File: src/rtl/synth_pkg.sv
// Shared sizing, phase/slot types and index helper for the oscillator slot pipeline.
package synth_pkg;
  localparam int VOICES  = 8;
  localparam int V_OSC   = 4;
  localparam int V_WIDTH = 3;
  localparam int O_WIDTH = 2;
  localparam int PH_W    = 32;
  localparam int LUT_AW  = 11;
  localparam int SLOTS   = VOICES * V_OSC;
  localparam int S_WIDTH = V_WIDTH + O_WIDTH;

  typedef logic [PH_W-1:0] phase_t;

  typedef struct packed {
    logic [V_WIDTH-1:0] vx;
    logic [O_WIDTH-1:0] ox;
  } slot_t;

  // Flat register-file index of a slot: {vx, ox}.
  function automatic logic [S_WIDTH-1:0] slot_idx(input slot_t s);
    return {s.vx, s.ox};
  endfunction
endpackage

File: src/rtl/phase_store.sv
// Register file holding one phase word per oscillator slot.
// Combinational read port, single synchronous write port, asynchronous clear.
module phase_store
  import synth_pkg::*;
(
  input  logic               sCLK_XVXOSC,
  input  logic               reset_reg_N,
  input  logic               we,
  input  logic [S_WIDTH-1:0] waddr,
  input  phase_t             wdata,
  input  logic [S_WIDTH-1:0] raddr,
  output phase_t             rdata
);

  phase_t mem [SLOTS];

  always_ff @(posedge sCLK_XVXOSC or negedge reset_reg_N) begin
    if (!reset_reg_N) begin
      for (int i = 0; i < SLOTS; i++) mem[i] <= '0;
    end else if (we) begin
      mem[waddr] <= wdata;
    end
  end

  assign rdata = mem[raddr];

endmodule

File: src/rtl/osc_phase_accum.sv
// Time-multiplexed phase accumulator: one phase word per slot, FM offset added
// to the top phase bits to form the sine-LUT address, with per-voice hard sync.
module osc_phase_accum
  import synth_pkg::*;
#(
  parameter int MOD_SHL = 0
) (
  input  logic               sCLK_XVXOSC,
  input  logic               reset_reg_N,
  input  logic               slot_valid,
  input  logic [V_WIDTH-1:0] vx,
  input  logic [O_WIDTH-1:0] ox,
  input  phase_t             osc_inc,
  input  logic [10:0]        modulation,
  input  logic [VOICES-1:0]  note_on,
  output logic [LUT_AW-1:0]  lut_addr,
  output logic               lut_valid,
  output logic [V_WIDTH-1:0] lut_vx,
  output logic [O_WIDTH-1:0] lut_ox
);

  // Handshake: slot_valid qualifies vx/ox/osc_inc/modulation for exactly one
  // cycle with no back-pressure; lut_valid qualifies lut_* two cycles later.

  slot_t              in_slot;
  slot_t              s0_slot;
  logic               s0_valid;
  phase_t             s0_inc;
  logic [10:0]        s0_mod;
  logic               s0_rst;
  phase_t             s0_ph;
  logic [VOICES-1:0]  pend;
  logic [VOICES-1:0]  clr_mask;
  phase_t             store_rdata;
  phase_t             ph_use;
  phase_t             ph_wb;
  phase_t             ph_rd;
  logic               fwd;
  logic signed [LUT_AW-1:0] mod_ext;
  logic [LUT_AW-1:0]  addr_next;

  assign in_slot.vx = vx;
  assign in_slot.ox = ox;

  // S1 datapath: hard-sync select, accumulate, address with FM offset.
  assign ph_use    = s0_rst ? '0 : s0_ph;
  assign ph_wb     = ph_use + s0_inc;
  assign mod_ext   = LUT_AW'(signed'(s0_mod));
  assign addr_next = ph_use[PH_W-1 -: LUT_AW] + LUT_AW'(mod_ext <<< MOD_SHL);

  // A slot re-entering S0 while its previous pass is being written back
  // must see the new value, not the stale store contents.
  assign fwd   = s0_valid && (s0_slot == in_slot);
  assign ph_rd = fwd ? ph_wb : store_rdata;

  phase_store u_store (
    .sCLK_XVXOSC (sCLK_XVXOSC),
    .reset_reg_N (reset_reg_N),
    .we          (s0_valid),
    .waddr       (slot_idx(s0_slot)),
    .wdata       (ph_wb),
    .raddr       (slot_idx(in_slot)),
    .rdata       (store_rdata)
  );

  always_comb begin
    clr_mask = '0;
    if (slot_valid && (ox == O_WIDTH'(V_OSC - 1))) clr_mask[vx] = 1'b1;
  end

  // A note_on coinciding with the clearing slot wins so the next pass resyncs.
  always_ff @(posedge sCLK_XVXOSC or negedge reset_reg_N) begin
    if (!reset_reg_N) begin
      pend <= '0;
    end else begin
      pend <= (pend & ~clr_mask) | note_on;
    end
  end

  always_ff @(posedge sCLK_XVXOSC or negedge reset_reg_N) begin
    if (!reset_reg_N) begin
      s0_valid <= 1'b0;
      s0_slot  <= '0;
      s0_inc   <= '0;
      s0_mod   <= '0;
      s0_rst   <= 1'b0;
      s0_ph    <= '0;
    end else begin
      s0_valid <= slot_valid;
      s0_slot  <= in_slot;
      s0_inc   <= osc_inc;
      s0_mod   <= modulation;
      s0_rst   <= pend[vx];
      s0_ph    <= ph_rd;
    end
  end

  always_ff @(posedge sCLK_XVXOSC or negedge reset_reg_N) begin
    if (!reset_reg_N) begin
      lut_valid <= 1'b0;
      lut_addr  <= '0;
      lut_vx    <= '0;
      lut_ox    <= '0;
    end else begin
      lut_valid <= s0_valid;
      if (s0_valid) begin
        lut_addr <= addr_next;
        lut_vx   <= s0_slot.vx;
        lut_ox   <= s0_slot.ox;
      end
    end
  end

endmodule

File: config.mk
export PLATFORM = sky130hd
export DESIGN_NAME = osc_phase_accum
export DESIGN_NICKNAME = d
export VERILOG_FILES = /design/src/rtl/synth_pkg.sv /design/src/rtl/phase_store.sv /design/src/rtl/osc_phase_accum.sv
export SDC_FILE = /design/constraint.sdc
export NUM_CORES = 2
export LEC_CHECK = 0
export BUFFER_PORTS_ARGS = -buffer_cell sky130_fd_sc_hd__buf_4
export CORE_MARGIN = 1
export CORE_UTILIZATION = 40
export DETAILED_ROUTE_END_ITERATION = 8
export PLACE_DENSITY_LB_ADDON = 0.25
export SLEW_MARGIN = 20
export SYNTH_ARGS = -nofsm -noshare
export SYNTH_HDL_FRONTEND = slang
export SYNTH_SLANG_ARGS = --single-unit
File: constraint.sdc
create_clock -name sCLK_XVXOSC -period 3.5 [get_ports sCLK_XVXOSC]
set_clock_uncertainty 0.15 [all_clocks]
set_input_delay 0.175 -clock sCLK_XVXOSC [delete_from_list [all_inputs] [get_ports sCLK_XVXOSC]]
set_output_delay 0.175 -clock sCLK_XVXOSC [all_outputs]
set_load 0.05 [all_outputs]
==> impl_metrics.csv <==
group,metric,value,unit
drt,via_per_inst,5.646,
yosys,synthTopCellsByArea,"dfrtp_1 57%, mux4_2 12%, o21ai_0 9.1%",
worst_setup_path,critPathBufInv,3,
yosys,muxShareOfSynthArea,0.1303,
sta,timing.fmax,300.2,MHz
die,fp.dieH,355.6,um
grt,antenna_found_initial,3,
drt,met1Wirelength,68.14,mm
yosys,synth_top_family_by_area,"compound AO/OA/AOI/OAI gates",
cts,path_clk_slew,0.06,ns
worst_setup_path,crit_path_frequent_cell,"buf_4",
yosys,synth_edf_count,0,
worst_setup_path,slowest_stage,"dfrtp_2",
grt,grt_max_degree,106,
sta,max-slew-margin-rel,0.3847,
drt,first_pass_iters,7,
sta,tightest_slew,0.9219,ns
sta,hold_viol,0,
yosys,synthSimpleGateAreaFrac,0.1140,
cts,clock-sinks,1131,
sta,tns,0,ns
worst_setup_path,cp_top_family,"compound AO/OA/AOI/OAI gates",
yosys,synth_flop_cell,"dfrtp_1",
drt,met3_length,8.193,mm
worst_setup_path,worstSetupPathType,"reg -> reg",
worst_setup_path,crit_arrival,3.74,ns
yosys,async_flop_share,1.000,
die,rows,129,
yosys,synth_seq_cells,1131,
place,gp_congestion,0.8384,
die,core,0.1238,mm^2
final_layout,seqCellArea,0.02830,mm^2
flow_run,maxCapViolations,0,
drt,vias,36200,
cts,numCtsBuffers,117,
min_path,min_path_type,"in -> reg",
sta,timing.final.ws_setup,0.1693,ns
drt,wl_per_cell,23.88,um
yosys,ys_types,72,
grt,grt_pass1_wl,234.6,mm
place,portBuffers,75,
yosys,synth_fa_ha_area_frac,0.01101,
drt,antenna_left,0,
place,place_hpwl,89.51,mm
power_and_ir_drop,power,39.20,mW
final_layout,multi_input_area,0.02053,mm^2
die,start_util,0.4039,
sta,setup_viol,0,
yosys,seq_area_frac_synth,0.5660,
yosys,syn_inst,4592,
grt,grt_use_total,0.2455,
final_layout,fin_util,0.4763,
drt,dr_wl_met2,72.18,mm
final_layout,layout.nets,4772,
yosys,synth_compound_area_frac,0.1373,
final_layout,final_common_cell,"dfrtp_1",
final_layout,final_area,0.05897,mm^2
yosys,synth_xor_xnor_area_share,0.007157,
grt,grt_pass1_vias,35970,
worst_setup_path,critPathMaxStageDelay,0.44,ns
final_layout,mostFrequentLayoutCells,"1130 x dfrtp_1, 1031 x nand2_1, 912 x o21ai_0",
cts,ctsHtreeMaxLevel,3,
worst_setup_path,crit_path_end_kind,"register",
worst_setup_path,path_max_fanout,33,
drt,drc,20,
yosys,post-synth-top-area-cell,"dfrtp_1",
cts,root_buffer,"clkbuf_16",
worst_setup_path,crit_chain,"buf_4 > nor2b_1 > ha_1 > a21o_1 > a211oi_2 > o32a_2 > o41a_2 > nand2_4 > a311oi_1 > buf_4 > xor2_2 > buf_12 > o21ai_0",
sta,fin_crit_sh,0.9516,
cts,worstSkewPairLatency,0.73,ns
final_layout,syn_to_final_growth,17.93,%
place,post-place-ws,0.1242,ns
power_and_ir_drop,p_leak,26.56,nW
final_layout,nFillCells,11180,
worst_setup_path,cp.required,3.91,ns
sta,slew_violations,0,
yosys,netlist_area,0.05000,mm^2
final_layout,drive_above_1_share,0.1890,
drt,top_layer,"met5",
run_status,status,"finished with violations",
yosys,synth_nets,4692,
power_and_ir_drop,ir_drop,0.4518,mV
cts,cts_tree,"yes",
die,dieWidth,355.6,um
drt,drt_wl_total,153.1,mm
yosys,ys_warn_count,0,
worst_setup_path,start_kind,"register",
place,place_area,0.05369,mm^2
grt,grt-ovfl-total,0,
die,io_pins,76,
drt,dr.first_iter.drc_count,3750,
cts,cts_buffer_depth,3,
power_and_ir_drop,powerDensity,664.9,mW/mm^2
yosys,syn_avg_cell_area,10.89,um^2
sta,min_period,3.331,ns
run_status,violations,"design-rule violations",
die,die_area,0.1264,mm^2
yosys,synth_top_area_frac,0.5660,
stage by stage:
stage / hold WS (ns) / cells
after floorplan: -0.2706 / 4592
after global placement: 0.08478 / 6084
after detailed placement: 0.08830 / 6084
after CTS: 0.007743 / 6409
after global routing: 0.05138 / 6410
final: 0.04251 / 6411
cells by family (layout without fill, tap and decap cells):
kind of cell	after synthesis	after routing
and+or+nand+nor	1373	1373
AOI/OAI and AO/OA	1246	1246
DFF	1131	1131
other	0	1
buffers and inverters	436	617
adders and majority gates	43	43
muxes	323	323
xor gates and xnor gates	40	40
worst paths after layout:
kind                             startpoint  slack (ns)  depth (start not counted)          endpoint
setup / recovery                     s0_rst        0.17                         13  u_store.mem[632]
hold / removal                   note_on[0]        0.04                          3           pend[0]
setup reg to reg                     s0_rst        0.17                         13  u_store.mem[632]
hold reg to reg            u_store.mem[404]        0.32                          2  u_store.mem[404]
max in group asynchronous       reset_reg_N        2.42                          3  u_store.mem[385]
min in group asynchronous       reset_reg_N        0.17                          3  u_store.mem[175]
cell usage after synthesis, drive strengths merged, types with 49 or more instances:
library cell,number
mux2,65
nand3,49
buf,52
clkbuf,371
a21oi,67
nand2,1064
nor2,87
a22oi,161
dfrtp,1131
mux4,256
o21ai,952
repair_timing:
item | 4_1_cts | 5_1_grt
hold buffers | 105 | 0
setup buffers | 0 | 1
setup endpoints to repair | 0 | 149
resized for setup | 0 | 14
endpoints found under the hold margin | 1093 | 0
power breakdown:
group / switching, mW / total (mW) / internal [mW]
Combinational: 4.36 / 7.99 / 3.63
Sequential: 1.67 / 17.9 / 16.3
Clock: 5.48 / 13.3 / 7.80
layer usage:
layer  track usage  vias to the layer above
met5             0                        -
met4       0.07871                        2
met3       0.03099                      274
met2        0.3919                     1071
met1        0.3485                    18510
li1              -                    16340
worst min-delay path: stages:
cell           delay, ns
dlygate4sd3_1       0.52
buf_4               0.10
a21o_1              0.07
layout make-up:
class                   count  share of cell area
diodes                      1          0.00004244
clock buffers             170             0.05899
clock inverters            50             0.01116
inverters                  13           0.0008276
multi-input cells        3025              0.3481
flip-flops and latches   1131              0.4800
well taps                1637             0.03474
repair buffers            384             0.06612
registers in the layout (all words and copies together) (netlist names):
register and cells:
pend 8, lut_vx 3, lut_addr 11, mod_ext 11, u_store.mem 1024, lut_ox 2, lut_valid 1, s0_slot 5
s0_rst 1, s0_ph 32, s0_valid 1, s0_inc 32
(Power assumes the default switching activity.)
